<file path="config.mk">
export PLATFORM = sky130hd
export DESIGN_NAME = sram_bus_arbiter
export DESIGN_NICKNAME = d
export VERILOG_FILES = /design/src/rtl/cpu_bus_pkg.sv /design/src/rtl/arb_pick2.sv /design/src/rtl/sram_bus_arbiter.sv
export SDC_FILE = /design/constraint.sdc
export NUM_CORES = 1
export LEC_CHECK = 0
export ABC_AREA = 1
export CORE_AREA = 2 2 121 123
export CTS_BUF_LIST = sky130_fd_sc_hd__clkbuf_16
export CTS_CLUSTER_DIAMETER = 150
export DETAILED_ROUTE_END_ITERATION = 16
export DIE_AREA = 0 0 123 125
export GPL_TIMING_DRIVEN = 0
export PLACE_DENSITY = 0.52
export SLEW_MARGIN = 20
export SYNTH_ARGS = -nofsm -noshare
export SYNTH_HDL_FRONTEND = slang
export SYNTH_SLANG_ARGS = --single-unit
</file>
<file path="constraint.sdc">
create_clock -name clk -period 1.1 [get_ports clk]
set_input_delay 0.11 -clock clk [delete_from_list [all_inputs] [get_ports clk]]
set_output_delay 0.11 -clock clk [all_outputs]
set_load 0.01 [all_outputs]
</file>
<file path="src/rtl/cpu_bus_pkg.sv">
// cpu_bus_pkg: shared encodings for the SRAM-style CPU bus arbiter.
package cpu_bus_pkg;
    typedef enum logic [1:0] {S_IDLE, S_ADDR, S_DATA} state_e;
    typedef enum logic {OWN_INST, OWN_DATA} owner_e;
    localparam logic [1:0] SZ_BYTE = 2'b00;
    localparam logic [1:0] SZ_HALF = 2'b01;
    localparam logic [1:0] SZ_WORD = 2'b10;
endpackage

</file>
<file path="src/rtl/arb_pick2.sv">
// arb_pick2: combinational two-way grant picker, data port wins ties by default.
// ARB_ROUND_ROBIN_EN: ties go to the port not granted last.
module arb_pick2
    import cpu_bus_pkg::*;
(
    input  logic   inst_req,
    input  logic   data_req,
`ifdef ARB_ROUND_ROBIN_EN
    input  owner_e last_grant,
`endif
    output owner_e winner
);
`ifdef ARB_ROUND_ROBIN_EN
    assign winner = (inst_req && data_req) ? (last_grant == OWN_INST ? OWN_DATA : OWN_INST)
                                           : ((data_req || !inst_req) ? OWN_DATA : OWN_INST);
`else
    assign winner = (data_req || !inst_req) ? OWN_DATA : OWN_INST;
`endif
endmodule

</file>
<file path="src/rtl/sram_bus_arbiter.sv">
// sram_bus_arbiter: shares one SRAM-like bus between instruction fetch and MEM data, one transaction outstanding.
// Define ARB_ROUND_ROBIN_EN to alternate grants on ties; otherwise the data port has fixed priority.
module sram_bus_arbiter
    import cpu_bus_pkg::*;
#(
    parameter int ADDR_W = 32,
    parameter int DATA_W = 32
) (
    input  logic              clk,
    input  logic              rst,
    input  logic              inst_req,
    input  logic              inst_wr,
    input  logic [1:0]        inst_size,
    input  logic [ADDR_W-1:0] inst_addr,
    input  logic [DATA_W-1:0] inst_wdata,
    output logic [DATA_W-1:0] inst_rdata,
    output logic              inst_addr_ok,
    output logic              inst_data_ok,
    input  logic              data_req,
    input  logic              data_wr,
    input  logic [1:0]        data_size,
    input  logic [ADDR_W-1:0] data_addr,
    input  logic [DATA_W-1:0] data_wdata,
    output logic [DATA_W-1:0] data_rdata,
    output logic              data_addr_ok,
    output logic              data_data_ok,
    output logic              bus_req,
    output logic              bus_wr,
    output logic [1:0]        bus_size,
    output logic [ADDR_W-1:0] bus_addr,
    output logic [DATA_W-1:0] bus_wdata,
    input  logic [DATA_W-1:0] bus_rdata,
    input  logic              bus_addr_ok,
    input  logic              bus_data_ok
);
    state_e state_q, state_d;
    owner_e owner_q, owner_d, pick;
    logic   own_data, own_req, in_addr, accept, done, grant;
    assign own_data = owner_q == OWN_DATA;
    assign own_req  = own_data ? data_req : inst_req;
    assign in_addr  = state_q == S_ADDR;
    assign grant    = state_q == S_IDLE && (inst_req || data_req);
    assign accept   = in_addr && own_req && bus_addr_ok;
    assign done     = bus_data_ok && (accept || state_q == S_DATA);
`ifdef ARB_ROUND_ROBIN_EN
    owner_e last_q, last_d;
    arb_pick2 u_pick (.inst_req(inst_req), .data_req(data_req), .last_grant(last_q), .winner(pick));
    always_comb last_d = grant ? pick : last_q;
    always_ff @(posedge clk) last_q <= rst ? OWN_INST : last_d;
`else
    arb_pick2 u_pick (.inst_req(inst_req), .data_req(data_req), .winner(pick));
`endif
    always_comb begin
        state_d = state_q;
        owner_d = grant ? pick : owner_q;
        if (grant)
            state_d = S_ADDR;
        // a dropped request in ADDR is a protocol violation: abandon quietly
        if (in_addr)
            state_d = !own_req ? S_IDLE : !bus_addr_ok ? S_ADDR : bus_data_ok ? S_IDLE : S_DATA;
        if (state_q == S_DATA && bus_data_ok)
            state_d = S_IDLE;
    end
    always_ff @(posedge clk) begin
        if (rst) begin
            state_q <= S_IDLE;
            owner_q <= OWN_DATA;
        end else begin
            state_q <= state_d;
            owner_q <= owner_d;
        end
    end
    assign bus_req      = in_addr && own_req;
    assign bus_wr       = in_addr && (own_data ? data_wr : inst_wr);
    assign bus_size     = in_addr ? (own_data ? data_size : inst_size) : SZ_BYTE;
    assign bus_addr     = in_addr ? (own_data ? data_addr : inst_addr) : '0;
    assign bus_wdata    = in_addr ? (own_data ? data_wdata : inst_wdata) : '0;
    assign inst_addr_ok = accept && !own_data;
    assign data_addr_ok = accept && own_data;
    assign inst_data_ok = done && !own_data;
    assign data_data_ok = done && own_data;
    assign inst_rdata   = bus_rdata;
    assign data_rdata   = bus_rdata;
endmodule

</file>
==> results of run 1 <==
==> kinds of logic (layout without fill, tap and decap cells) <==
kind of cell | after synthesis | in the layout
AND/OR/NAND/NOR | 154 | 154
buffers and inverters | 95 | 387
AO/OA/AOI/OAI | 73 | 73
flip-flops | 3 | 3
==> where the power goes <==
| group | switching, W | total, W | internal [W] |
|---|---|---|---|
| clock | 0.0000956 | 0.000564 | 0.000468 |
| sequential | 0.0000170 | 0.000138 | 0.000121 |
| combinational | 0.00109 | 0.00256 | 0.00147 |
| total | 0.00120 | 0.00326 | 0.00206 |
==> sequential cells by signal (all words and copies together), names as in the netlist <==
signal and cells:
state_q 2, own_data 1
==> worst paths after layout <==
kind                            from                      end  slack [ns]  cells after the start
min reg2reg  state_q[1]$_SDFFE_PP0P_  state_q[1]$_SDFFE_PP0P_        0.51                      2
min                              rst    own_data$_SDFFE_PP1P_        0.47                      3
max            own_data$_SDFFE_PP1P_             inst_addr_ok       -0.38                      7
max reg2reg    own_data$_SDFFE_PP1P_  state_q[1]$_SDFFE_PP0P_        0.02                      5
==> layout by cell type (no fill, tap or decap), types with 2 or more instances in the layout <==
| cell type | n |
|---|---|
| buf_8 | 4 |
| a21oi_2 | 50 |
| clkbuf_4 | 2 |
| buf_12 | 7 |
| nand2_1 | 127 |
| nor2_1 | 2 |
| nor2_4 | 4 |
| a21oi_1 | 20 |
| nand2_2 | 9 |
| inv_1 | 6 |
| buf_4 | 74 |
| buf_2 | 67 |
| nand2_4 | 7 |
| inv_2 | 2 |
| nand3_1 | 4 |
| inv_6 | 2 |
| buf_6 | 10 |
| clkbuf_16 | 5 |
| clkbuf_8 | 3 |
| dfxtp_2 | 2 |
| clkdlybuf4s50_1 | 203 |
==> Yosys cell counts, drive strengths merged <==
cell type | count | area share (%)
a21oi | 71 | 26
buf | 81 | 33
clkbuf | 5 | 1.1
dfxtp | 3 | 3.4
inv | 9 | 1.9
nand2 | 143 | 30
nand3 | 4 | 1.1
nand4 | 1 | 0.35
nor2 | 6 | 1.8
o21ai | 2 | 0.77
==> critical path, delay by kind of cell, from the launching register on <==
kind / cells / cell delay, ns
AO/OA/AOI/OAI: 1 / 0.17
buffers and inverters: 3 / 0.32
flip-flops: 1 / 0.37
AND/OR/NAND/NOR: 3 / 0.28
==> layout make-up <==
type	count	area (um^2)
tap	184	230
sequential	3	66.3
clock buffer	3	75.1
multi-input combinational	227	1270
inverter	9	43.8
timing repair buffer	288	2610
fill	1509	9120
buffer	86	797
clock inverter	1	3.75
==> per-layer routing <==
metal / routed length [um] / track usage [%] / vias to the layer above
met5: 0 / 0 / -
met4: 144 / 1.74 / 0
met3: 918 / 2.78 / 12
met2: 5840 / 24.1 / 159
met1: 4530 / 15.9 / 1402
li1: - / - / 1551
==> what timing repair did <==
action / CTS / global route
buffers inserted: 5 / 4
pin swaps: 7 / 16
cloned: 2 / 2
setup endpoints to repair: 72 / 72
resized for setup: 351 / 47
==> per-stage QoR <==
step           setup TNS, ns  instance area, um^2
3_3_place_gp          -50.57                 4810
6_report              -22.96                 5090
2_1_floorplan              0                 1830
3_5_place_dp          -51.24                 4810
5_1_grt               -28.01                 5090
4_1_cts               -24.63                 4880
==> results_dict.tcl, run 1 <==
set metrics [dict create \
    holdWs_ns 0.468 \
    vias 3124 \
    io_pins 308 \
    start_util_pct 12.6 \
    synth_top_family_by_area "buffers and inverters" \
    dp_hpwl_mm 9.12 \
    fp.dieW_um 123 \
    grt_max_degree 11 \
    port_buffers 275 \
    wire_per_inst_um 14.3 \
    syn2layout_area_growth_pct 185 \
    synth_xor_area_share_pct 0 \
    synth_cells 325 \
    dieHeight_um 125 \
    yosysSeqAreaShare_pct 3.36 \
    max_stage_delay_ns 0.37 \
    p_total_w 0.00326 \
    status "complete, but fails checks" \
    crit_slowest_cell "dfxtp_4" \
    dp_cells 784 \
    cts.clk_slew.worst_paths_ns 0.03 \
    stdcell_count 801 \
    cts_buffer_depth 2 \
    setup_slack_ns -0.381 \
    end_kind "output port" \
    yosys.area_share.simple_pct 33.4 \
    cts.sinks 3 \
    leakagePower_nw 2.32 \
    synth-seq-cells 3 \
    coreArea_um2 14200 \
    max_slew_margin_pct 85.3 \
    peakVddDrop_mv 0.768 \
    drt-total-wl_mm 11.4 \
    holdBufCountCts 0 \
    grt_overflow 0 \
    required_ns 0.99 \
    syn-cell-area_um2 1790 \
    rows 44 \
    nets 790 \
    synthMuxAreaShare_pct 0 \
    fin_worst_skew_ns 0.00304 \
    clock_tree.root_cell "clkbuf_16" \
    cap_violations 0 \
    grt_usage_pct 13.1 \
    yosysUniqueCellTypes 17 \
    worstPathCellList "buf_16 > o21ai_4 > inv_2 > nor2_4 > nand2_4 > nor2_4 > buf_6" \
    grt_pass1_vias 3065 \
    drt_pass1_iterations 4 \
    synth_fp_nets 497 \
    avgViaCountPerCell 3.90 \
    antenna_found_initial 0 \
    detailedRoute.firstIterationViolations 107 \
    cp_max_fo 5 \
    criticalPathCategory "flop to output port" \
    clock_latency_ns 0.22 \
    violations "negative setup slack" \
    fmax_mhz 675 \
    final_min_period_over_clock_period_pct 135 \
    start_kind "flop" \
    dp_worst_setup_slack_ns -0.821 \
    hold_class "primary input to flop" \
    synth_compound_gate_area_share_pct 27.0 \
    diodes 0 \
    drc 0 \
    final_core_util_pct 35.8 \
    hold_violations 0 \
    die-area_um2 15400 \
    htree_levels 1 \
    min_period_ns 1.48 \
    rsz0062_at_grt "true" \
    synth_area_per_cell_um2 5.49 \
    drive_gt1_share_pct 41.0 \
    tritoncts "yes" \
    crit_top_cell "nor2_4" \
    setup_viol 72 \
    routabilityCongestion 0.800 \
    synth_adder_area_share_pct 0 \
    yosys_warnings 0 \
    numCtsBuffers 3 \
    p_per_area_nw_per_um2 641 \
    tightest_slew_ns 0.219 \
    cp.arrival_ns 1.37 \
    grt_pass1_wl_mm 16.0 \
    drv_slew 0 \
    drtAntennaViolNets 0 \
]
Power figures use the tool's default switching activity.
==> run 2: changes to the inputs <==
==> constraint.sdc (replaced) <==
create_clock -name clk -period 1.1 [get_ports clk]
set_input_delay 0.165 -clock clk [delete_from_list [all_inputs] [get_ports clk]]
set_output_delay 0.165 -clock clk [all_outputs]
set_load 0.01 [all_outputs]
==> run 2 against run 1 <==
Against the previous run: the flow still finishes with violations (negative setup slack); cell count fell by 0.50%; routed wire length fell by 8.6%; global-route usage fell by 0.77 points; worst setup slack got worse by 0.069 ns; combinational power rose by 6%; via count fell by 1.9%; critical endpoint unchanged; die area did not move; clock-buffer cell count did not move; critical path depth did not move; critical path type unchanged; flip-flop and latch count did not move; core utilization rose by 2.1 points; first-iteration DRC count fell by 40%.
==> results_dict.tcl, run 2 (synthesized netlist as in run 1, its figures left out) <==
set metrics [dict create \
    coreArea_um2 14200 \
    final_common_cell "clkdlybuf4s50_1" \
    grt_usage_pct 12.4 \
    io_pins 308 \
    drv_slew 0 \
    grt_use_met1_pct 13.8 \
    mostFrequentLayoutCells "clkdlybuf4s50_1, nand2_1, buf_4" \
    hold_violations 0 \
    final_min_period_over_clock_period_pct 141 \
    fmax_mhz 645 \
    placed_area_um2 5070 \
    cap_violations 0 \
    wire_per_inst_um 13.1 \
    crit_top_cell "nor2_4" \
    syn2layout_area_growth_pct 202 \
    routabilityCongestion 0.835 \
    leakagePower_nw 2.33 \
    die-area_um2 15400 \
    grt_pass1_vias 3056 \
    gr-usage-met2_pct 24.1 \
    cp.arrival_ns 1.39 \
    drc 0 \
    top_usage_layer "met2" \
    grt_use_met3_pct 1.92 \
    max_stage_delay_ns 0.37 \
    start_util_pct 12.6 \
    required_ns 0.94 \
    reg2reg_slack_ns 0.06 \
    cts.clk_slew.worst_paths_ns 0.03 \
    rows 44 \
    dp_hpwl_mm 8.64 \
    cts.sinks 3 \
    drt-total-wl_mm 10.5 \
    hold_class "primary input to flop" \
    avgViaCountPerCell 3.84 \
    nets 786 \
    setup_slack_ns -0.450 \
    fillCellCount 1471 \
    clock_latency_ns 0.23 \
    clock_tree.root_cell "clkbuf_16" \
    min_period_ns 1.55 \
    fp.dieW_um 123 \
    setup_viol 72 \
    crit_slowest_cell "dfxtp_4" \
    diodes 0 \
    tritoncts "yes" \
    criticalPathCategory "flop to output port" \
    detailedRoute.firstIterationViolations 64 \
    dp_worst_setup_slack_ns -0.890 \
    start_kind "flop" \
    cp_max_fo 4 \
    vias 3064 \
    drtAntennaViolNets 0 \
    htree_levels 1 \
    rsz0062_at_grt "true" \
    largest_register_ffs 2 \
    r2r_cells 5 \
    antenna_found_initial 0 \
    tightest_slew_ns 0.212 \
    stdcell_count 797 \
    fin_tns_setup_ns -27.16 \
    cts_buffer_depth 2 \
    fin_worst_skew_ns 0.00173 \
    worstPathCellList "buf_16 > o21ai_4 > inv_2 > nor2_4 > nand2_4 > nor2_4 > buf_6" \
    r2r-end "state_q[1]$_SDFFE_PP0P_" \
    grt_pass1_wl_mm 15.5 \
    dieHeight_um 125 \
    violations "negative setup slack" \
    max_slew_margin_pct 85.7 \
    drive_gt1_share_pct 37.8 \
    dp_cells 784 \
    numCtsBuffers 3 \
    grt_overflow 0 \
    endpoint "inst_addr_ok" \
    hold-path-cell-count 3 \
    regMostFlops "state_q" \
    stdcell_area_um2 5390 \
    status "complete, but fails checks" \
    peakVddDrop_mv 0.505 \
    p_per_area_nw_per_um2 637 \
    crit_start "own_data$_SDFFE_PP1P_" \
    worstReg2RegStart "own_data$_SDFFE_PP1P_" \
    drt_pass1_iterations 4 \
    port_buffers 275 \
    end_kind "output port" \
    grt_max_degree 11 \
]
==> run 2: where the power goes <==
part / switching (W) / leakage (nW) / internal (W) / total (W)
registers: 0.0000161 / 0.0256 / 0.000121 / 0.000137
logic: 0.00115 / 2.26 / 0.00157 / 0.00272
clock network: 0.000109 / 0.0423 / 0.000470 / 0.000579
==> run 2: cell type report <==
class	instances	area [um^2]	share of cell area, %
inverter	9	41.3	0.766
clock inverter	1	3.75	0.0696
tap	184	230	4.27
buffer	86	779	14.5
multi-input combinational	227	1420	26.4
sequential	3	66.3	1.23
timing repair buffer	284	2770	51.4
clock buffer	3	75.1	1.39
==> run 2: repair_timing <==
item | CTS | global route
endpoints found under the setup margin | 72 | 72
hold buffers | 0 | 0
setup buffers | 4 | 2
pin swaps | 5 | 4
cloned | 3 | 0
gates resized for setup | 364 | 21
==> run 2: worst max-delay path: cells and delay by family, from the launching register on <==
| family | cells | cell delay [ns] |
|---|---|---|
| buffers and inverters | 3 | 0.30 |
| AO/OA/AOI/OAI | 1 | 0.15 |
| AND/OR/NAND/NOR | 3 | 0.33 |
| flip-flops | 1 | 0.37 |
==> run 2: through the flow <==
stage,util (%),total power (W),hold WS [ns]
6_report,38.0,0.00343,0.380
3_5_place_dp,35.7,0.00265,0.471
3_3_place_gp,35.7,0.00263,0.468
4_1_cts,37.1,0.00341,0.474
5_1_grt,38.0,0.00365,0.472
2_1_floorplan,-,0.00131,0.284
==> run 2: routing by layer <==
metal  vias up  wire [um]
met5         -          0
met4         0        138
met3        14        842
met2       145       5640
met1      1364       3830
li1       1541          -
==> run 2: worst min path at each step <==
stage | start | endpoint | slack [ns]
2_1_floorplan | rst | own_data$_SDFFE_PP1P_ | 0.28
3_3_place_gp | state_q[0]$_SDFFE_PP0P_ | state_q[0]$_SDFFE_PP0P_ | 0.47
3_5_place_dp | state_q[0]$_SDFFE_PP0P_ | state_q[0]$_SDFFE_PP0P_ | 0.47
4_1_cts | state_q[0]$_SDFFE_PP0P_ | state_q[0]$_SDFFE_PP0P_ | 0.47
5_1_grt | inst_req | state_q[0]$_SDFFE_PP0P_ | 0.47
6_report | inst_req | state_q[0]$_SDFFE_PP0P_ | 0.38
